`src/rtl/mouse_pos_tracker_pkg.sv`:
```
// Shared constants, PS/2 byte0 bit map and FSM state type for the mouse position tracker.
package mouse_pos_tracker_pkg;
   localparam int SCREEN_W = 640;
   localparam int SCREEN_H = 480;
   localparam int POS_W    = 10;
   localparam int DELTA_W  = 9;
   localparam int ARITH_W  = 12;

   localparam int BTN_L   = 0;
   localparam int BTN_R   = 1;
   localparam int BTN_M   = 2;
   localparam int ALWAYS1 = 3;
   localparam int XSIGN   = 4;
   localparam int YSIGN   = 5;
   localparam int XOVF    = 6;
   localparam int YOVF    = 7;

   typedef enum logic [1:0] {
      WAIT_B0 = 2'd0,
      WAIT_B1 = 2'd1,
      WAIT_B2 = 2'd2,
      UPDATE  = 2'd3
   } rx_state_t;

   // Widen a 9-bit two's-complement delta to the arithmetic width.
   function automatic logic signed [ARITH_W-1:0] sext_delta(input logic [DELTA_W-1:0] d);
      return {{(ARITH_W-DELTA_W){d[DELTA_W-1]}}, d};
   endfunction
endpackage

```
`src/rtl/mouse_pos_tracker_axis_sat_add.sv`:
```
// One cursor axis: adds (or subtracts) a signed delta and clamps the result to 0..max.
module axis_sat_add
   import mouse_pos_tracker_pkg::*;
(
   input  logic [POS_W-1:0]          pos,
   input  logic signed [DELTA_W-1:0] delta,
   input  logic                      neg,
   input  logic [POS_W-1:0]          max,
   output logic [POS_W-1:0]          pos_next
);
   logic signed [ARITH_W-1:0] delta_ext_s;
   logic signed [ARITH_W-1:0] pos_ext_s;
   logic signed [ARITH_W-1:0] max_ext_s;
   logic signed [ARITH_W-1:0] sum_s;

   // 12-bit signed sum leaves headroom for 639+255 and 0-256 without wrap.
   always_comb begin
      delta_ext_s = sext_delta(delta);
      pos_ext_s   = $signed({2'b00, pos});
      max_ext_s   = $signed({2'b00, max});
      if (neg) begin
         sum_s = pos_ext_s - delta_ext_s;
      end else begin
         sum_s = pos_ext_s + delta_ext_s;
      end
      if (sum_s < 12'sd0) begin
         pos_next = {POS_W{1'b0}};
      end else if (sum_s > max_ext_s) begin
         pos_next = max;
      end else begin
         pos_next = sum_s[POS_W-1:0];
      end
   end
endmodule

```
`src/rtl/mouse_pos_tracker.sv`:
```
// Assembles 3-byte PS/2 mouse packets and integrates them into a clamped cursor position.
module mouse_pos_tracker
   import mouse_pos_tracker_pkg::*;
#(
   parameter int X_MAX   = SCREEN_W - 1,
   parameter int Y_MAX   = SCREEN_H - 1,
   parameter int X_INIT  = 320,
   parameter int Y_INIT  = 240,
   parameter int TIMEOUT = 2_500_000
) (
   input  logic             clk,
   input  logic             reset,
   input  logic [7:0]       rx_data,
   input  logic             rx_done,
   output logic [POS_W-1:0] mouse_x,
   output logic [POS_W-1:0] mouse_y,
   output logic             btn_l,
   output logic             btn_r,
   output logic             btn_m,
   output logic             pkt_valid,
   output logic             sync_err
);
   localparam int CNT_W = (TIMEOUT > 2) ? $clog2(TIMEOUT) : 1;
   localparam logic [CNT_W-1:0] CNT_LAST = CNT_W'(TIMEOUT - 1);
   localparam logic [POS_W-1:0] X_MAX_V  = POS_W'(X_MAX);
   localparam logic [POS_W-1:0] Y_MAX_V  = POS_W'(Y_MAX);

   rx_state_t          state_r, next_state_s;
   logic [7:0]         byte0_r, byte1_r, byte2_r;
   logic [CNT_W-1:0]   cnt_r, cnt_next_s;
   logic               latch0_s, latch1_s, latch2_s, err_s, commit_s;
   logic [DELTA_W-1:0] dx_s, dy_s;
   logic [POS_W-1:0]   x_next_s, y_next_s;

   assign dx_s = byte0_r[XOVF] ? {DELTA_W{1'b0}} : {byte0_r[XSIGN], byte1_r};
   assign dy_s = byte0_r[YOVF] ? {DELTA_W{1'b0}} : {byte0_r[YSIGN], byte2_r};

   axis_sat_add u_x_axis (
      .pos      (mouse_x),
      .delta    (dx_s),
      .neg      (1'b0),
      .max      (X_MAX_V),
      .pos_next (x_next_s)
   );

   // PS/2 +dy points up, screen +y points down.
   axis_sat_add u_y_axis (
      .pos      (mouse_y),
      .delta    (dy_s),
      .neg      (1'b1),
      .max      (Y_MAX_V),
      .pos_next (y_next_s)
   );

   // Packet FSM next-state and idle-timeout logic; UPDATE also accepts a new byte0.
   always_comb begin
      next_state_s = state_r;
      cnt_next_s   = cnt_r;
      latch0_s     = 1'b0;
      latch1_s     = 1'b0;
      latch2_s     = 1'b0;
      err_s        = 1'b0;
      commit_s     = 1'b0;
      case (state_r)
         WAIT_B0, UPDATE: begin
            commit_s   = (state_r == UPDATE);
            cnt_next_s = {CNT_W{1'b0}};
            if (rx_done) begin
               if (rx_data[ALWAYS1]) begin
                  latch0_s     = 1'b1;
                  next_state_s = WAIT_B1;
               end else begin
                  err_s        = 1'b1;
                  next_state_s = WAIT_B0;
               end
            end else begin
               next_state_s = WAIT_B0;
            end
         end
         WAIT_B1, WAIT_B2: begin
            if (rx_done) begin
               latch1_s     = (state_r == WAIT_B1);
               latch2_s     = (state_r == WAIT_B2);
               cnt_next_s   = {CNT_W{1'b0}};
               next_state_s = (state_r == WAIT_B1) ? WAIT_B2 : UPDATE;
            end else if (cnt_r == CNT_LAST) begin
               err_s        = 1'b1;
               cnt_next_s   = {CNT_W{1'b0}};
               next_state_s = WAIT_B0;
            end else begin
               cnt_next_s   = cnt_r + {{(CNT_W-1){1'b0}}, 1'b1};
            end
         end
         default: begin
            next_state_s = WAIT_B0;
            cnt_next_s   = {CNT_W{1'b0}};
         end
      endcase
   end

   // State, packet bytes and registered outputs.
   always_ff @(posedge clk or posedge reset) begin
      if (reset) begin
         state_r   <= WAIT_B0;
         cnt_r     <= {CNT_W{1'b0}};
         byte0_r   <= 8'h00;
         byte1_r   <= 8'h00;
         byte2_r   <= 8'h00;
         mouse_x   <= POS_W'(X_INIT);
         mouse_y   <= POS_W'(Y_INIT);
         btn_l     <= 1'b0;
         btn_r     <= 1'b0;
         btn_m     <= 1'b0;
         pkt_valid <= 1'b0;
         sync_err  <= 1'b0;
      end else begin
         state_r   <= next_state_s;
         cnt_r     <= cnt_next_s;
         pkt_valid <= commit_s;
         sync_err  <= err_s;
         if (latch0_s) byte0_r <= rx_data;
         if (latch1_s) byte1_r <= rx_data;
         if (latch2_s) byte2_r <= rx_data;
         if (commit_s) begin
            mouse_x <= x_next_s;
            mouse_y <= y_next_s;
            btn_l   <= byte0_r[BTN_L];
            btn_r   <= byte0_r[BTN_R];
            btn_m   <= byte0_r[BTN_M];
         end
      end
   end
endmodule

```
`config.mk`:
```
export PLATFORM = sky130hd
export DESIGN_NAME = mouse_pos_tracker
export DESIGN_NICKNAME = d
export VERILOG_FILES = /design/src/rtl/mouse_pos_tracker_pkg.sv /design/src/rtl/mouse_pos_tracker_axis_sat_add.sv /design/src/rtl/mouse_pos_tracker.sv
export SDC_FILE = /design/constraint.sdc
export NUM_CORES = 1
export LEC_CHECK = 0
export ABC_AREA = 1
export CAP_MARGIN = 10
export CORE_MARGIN = 2
export CORE_UTILIZATION = 59
export CTS_BUF_LIST = sky130_fd_sc_hd__clkbuf_16
export DETAILED_ROUTE_END_ITERATION = 10
export GPL_TIMING_DRIVEN = 1
export PLACE_DENSITY = 0.87
export SYNTH_ARGS = -nofsm -noshare
export SYNTH_HDL_FRONTEND = slang
export SYNTH_SLANG_ARGS = --single-unit
```
`constraint.sdc`:
```
create_clock -name clk -period 2.8 [get_ports clk]
set_clock_uncertainty 0.1 [all_clocks]
set_input_delay 0.56 -clock clk [delete_from_list [all_inputs] [get_ports clk]]
set_output_delay 0.56 -clock clk [all_outputs]
set_load 0.005 [all_outputs]
```
# Word-level counts from Yosys, hierarchy flattened
# Index checks and enable logic that the tools add are counted.
# op_classes
n_addsub	3
order_cmp	4
n_eq_ne	5
n_mux	28
reduce_logical	3
# ops
cell	count
$mux 22	2
$pmux 22 s2	1
$mux 10	4
$lt 12x1->1 const B	2
$add 22x1->22 const B	1
$eq 22x22->1 const B	1
$mux 9	2
$mux 1	14
$add 11x9->12	1
$gt 12x10->1 const B	1
$gt 12x11->1 const B	1
$sub 11x9->12	1
$mux 2	3
$eq 2x2->1 const B	2
$pmux 2 s2	1
$reduce_or 2->1	2
$ne 3x3->1 const B	1
$eq 2x1->1 const B	1
$logic_not 2->1	1
$pmux 1 s2	1
# totals
ff_bits	73
inputBits	11
out_inout_bits	25

# Longest topological paths before layout
# depth
depth_word	5
depth_mapped	18
mapped_depth_nobuf	17

# By module
# A second synthesis with hierarchy kept.
# hier_totals
cells_unflattened	808
hier_area_um2	6109.6
# modules_own_cells
module	instances	cells_per_inst	area_each_um2	seq_area_each_um2
mouse_pos_tracker	1	360	3459.6	1809.2
axis_sat_add	2	224	1325.0	0.0

# Worst setup path after synthesis
# No wires, ideal clock.
# synth_timing
path_type	register to register
startpoint	reg byte0_r[6]
endpoint	reg mouse_x[0]
setup_time_ps	117
t_arrival_ps	2100
path_slack_ps	483
stages_incl_launch_ff	17
n_path_buf	1
path_cell_list	dfrtp_1 > buf_2 > nor2_1 > ha_1 > inv_1 > fa_1 > inv_1 > nand3_1 > nand2_1 > nand2_1 > nand2_1 > a21oi_1 > nor2b_1 > nor2_4 > nand3b_1 > nand2_1 > nand2_1
# synth_via
elab_chain_len	5
elab_cells_between_ends	6
classes_between	add/sub (1); order compare (2); mux (3)
# synth_lines
item	line_no	source
start: declaration	mouse_pos_tracker.sv:29	logic [7:0] byte0_r, byte1_r, byte2_r;
start signal: assignment	mouse_pos_tracker.sv:121	if (latch0_s) byte0_r <= rx_data;
$mux 9 (*)	mouse_pos_tracker.sv:35	assign dx_s = byte0_r[XOVF] ? {DELTA_W{1'b0}} : {byte0_r[XSIGN], byte1_r};
$add 11x9->12 (*)	mouse_pos_tracker_axis_sat_add.sv:24	sum_s = pos_ext_s + delta_ext_s;
$gt 12x11->1	mouse_pos_tracker_axis_sat_add.sv:28	end else if (sum_s > max_ext_s) begin
$mux 10	mouse_pos_tracker_axis_sat_add.sv:28	
$mux 10 (*)	mouse_pos_tracker_axis_sat_add.sv:26	if (sum_s < 12'sd0) begin
end signal: assignment	mouse_pos_tracker.sv:109	mouse_x <= POS_W'(X_INIT);
end signal: assignment	mouse_pos_tracker.sv:125	mouse_x <= x_next_s;
end: declaration	mouse_pos_tracker.sv:15	output logic [POS_W-1:0] mouse_x,
# Mark *: on every way between the ends. The rest lies on a longest branch, timed or not.
# A chain may end at the register's enable or synchronous reset.

# Worst setup path in the final report
# layout_timing
startpoint	reg byte0_r[6]
endpoint	reg mouse_x[9]
# Same word-level chain as after synthesis.

==> flow_summary.json <==
{
  "status": "finished clean",
  "grt_max_degree": 45,
  "cts_htree_levels": 3,
  "power_per_cell_area_nw_per_um2": 1111,
  "dieArea_sq_um": 8416,
  "synthCells": 615,
  "drc": 0,
  "synth_edf_count": 0,
  "final_common_cell": "nand2_1",
  "drtIter0Drc": 243,
  "startpoint_type": "flip-flop",
  "crit_fanout": 9,
  "areaGrowthSynthToFinish_pct": 17.33,
  "post-route-cell-area_sq_um": 5329,
  "clk_path_buf_depth": 2,
  "netlist_area_sq_um": 4542,
  "fp.dieW_um": 91.74,
  "mostFrequentLayoutCells": "nand2_1, inv_1, dfrtp_1",
  "clk_latency_ns": 0.34,
  "fin_nets": 699,
  "min_period_over_period_pct": 94.90,
  "drtAntennaViolNets": 0,
  "worstPathArrival_ns": 2.83,
  "grt_use_total_pct": 26.65,
  "grt_pass1_vias": 3996,
  "grt_overflow": 0,
  "relSlewSlack_pct": 53.06,
  "setup_tns_ns": 0,
  "placementRows": 31,
  "cts_tree": "built",
  "fin_ws_ns": 0.1428,
  "cts_setup_buffers": 0,
  "criticalPathCategory": "flip-flop to flip-flop",
  "async_reset_ff_share_pct": 100.0,
  "setup_violations": 0,
  "slew_viol_final": 0,
  "maxCapViolCount": 0,
  "worst_slew_pin_slew_ns": 0.7033,
  "finalCriticalPeriod_ns": 2.657,
  "ys_seq_area_share_pct": 39.83,
  "timing.fmax_ghz": 0.3763,
  "synth_fp_nets": 655,
  "dpl_worst_slack_ns": 0.2191,
  "cts-buffers-inserted": 9,
  "wirelength_mm": 10.45,
  "end_kind": "flip-flop",
  "required_ns": 2.97,
  "yosys_warnings": 0,
  "placed_area_sq_um": 5027,
  "hold_viol": 0,
  "first_pass_iters": 6,
  "wl_per_cell_um": 13.70,
  "antenna_found_initial": 0,
  "power_leakage_nw": 2.718,
  "viasPerCell": 5.455,
  "ys.flop_type": "dfrtp_1",
  "routabilityCongestion": 0.9384,
  "grt_first_pass_wirelength_mm": 18.24,
  "die_y_um": 91.74,
  "via_count": 4162,
  "synthDistinctLibCells": 38,
  "start_util_pct": 61.63,
  "yosys_register_bits": 72,
  "core-area_sq_um": 7370,
  "ir_drop_uv": 567.6,
  "whs_ns": 0.3729,
  "antenna_cells": 0,
  "hold_class": "flip-flop to flip-flop",
  "total_power_w": 0.005919,
  "path_clk_slew_ns": 0.06,
  "cts_root_buffer": "clkbuf_16",
  "drive_above_1_share_pct": 9.789,
  "cts.sinks": 72,
  "io_pins": 36,
  "portBuffers": 35,
  "avgSynthCellArea_sq_um": 7.385,
  "dp_hpwl_mm": 7.811
}
==> cell families after synthesis <==
kind of cell | count (synthesis) | synth area share, %
simple gates | 354 | 35.01
buf+inv | 93 | 7.796
flops | 72 | 39.83
compound gates | 55 | 6.722
fa+ha+maj | 29 | 8.320
xor+xnor | 12 | 2.314
==> worst paths after layout <==
path | cells past startpoint | start | to | slack, ns
setup reg to reg | 14 | byte0_r[6] | mouse_x[9] | 0.14
hold reg to reg | 2 | btn_r | btn_r | 0.37
hold / removal | 2 | btn_r | btn_r | 0.37
setup / recovery | 14 | byte0_r[6] | mouse_x[9] | 0.14
max in group asynchronous | 3 | reset | mouse_y[7] | 1.63
min in group asynchronous | 2 | reset | mouse_x[9] | 0.38
==> per-stage QoR <==
stage	cells	utilization, %
floorplan	615	-
global placement	746	68.22
detailed placement	746	68.22
CTS	762	72.14
global route	763	72.31
finish	763	72.31
==> area by class of cell <==
cell class	count	area, sq um
repair buffers	39	392.9
clock buffers	9	225.2
inverters	86	322.8
fillers	561	2041
flip-flops and latches	72	1810
clock inverters	7	63.81
multi-input cells	451	2390
well taps	99	123.9
==> synth_stat cells (2+ instances only) <==
master,instances,share of area (%)
ha_1,27,7.4
clkbuf_1,5,0.41
nand3_2,10,2.2
o21ai_1,4,0.44
dfstp_2,6,3.5
dfrtp_1,66,36
nand2_1,202,17
nor3_2,4,0.88
fa_1,2,0.88
nor2_2,4,0.55
o21bai_1,2,0.33
nand4_1,10,1.4
nand4_2,2,0.55
xor2_1,5,0.96
nor3b_1,3,0.50
inv_1,85,7.0
xnor2_1,7,1.3
nand3_1,34,3.7
a21oi_1,14,1.5
nand2_2,6,0.83
nor2_1,63,5.2
nor2_4,3,0.74
a31oi_1,2,0.28
nor3_1,8,0.88
o21ai_0,28,3.1
==> registers in the layout, summed over array words and instances (netlist names) <==
register,cells
btn_m,1
cnt_r,22
mouse_x,10
pkt_valid,1
byte1_r,8
byte2_r,8
mouse_y,10
btn_r,1
byte0_r,7
state_r,2
btn_l,1
sync_err,1
==> layer usage <==
| metal | GRT usage, % | up-vias | wire length [um] |
|---|---|---|---|
| met5 | 0 | - | 0 |
| met4 | 10.20 | 0 | 202 |
| met3 | 4.848 | 25 | 706 |
| met2 | 43.81 | 149 | 4987 |
| met1 | 35.24 | 1954 | 4557 |
| li1 | - | 2034 | - |
==> power by group <==
group	total [W]	internal (W)	leakage, nW	switching [W]
Combinational	0.00319	0.00124	1.65	0.00195
Clock	0.00112	0.000681	0.142	0.000441
Sequential	0.00160	0.00137	0.930	0.000237
Total	0.00592	0.00329	2.72	0.00263
==> worst max-delay path, cell delays in order (launching register included) <==
cell	delay [ns]
dfrtp_2	0.44
inv_1	0.08
nand2_1	0.15
inv_1	0.13
ha_1	0.37
nand2_1	0.12
nor2_1	0.20
nand3_2	0.14
nand3_2	0.08
nand2_2	0.09
nor2b_1	0.33
nor2_2	0.13
nand2_1	0.09
nand2_1	0.05
o21ai_1	0.08
==> what timing repair did <==
action | 4_1_cts | 5_1_grt
endpoints found under the setup margin | 0 | 9
resized for setup | 0 | 3
hold buffers | 0 | 0
(Power assumes the default switching activity.)
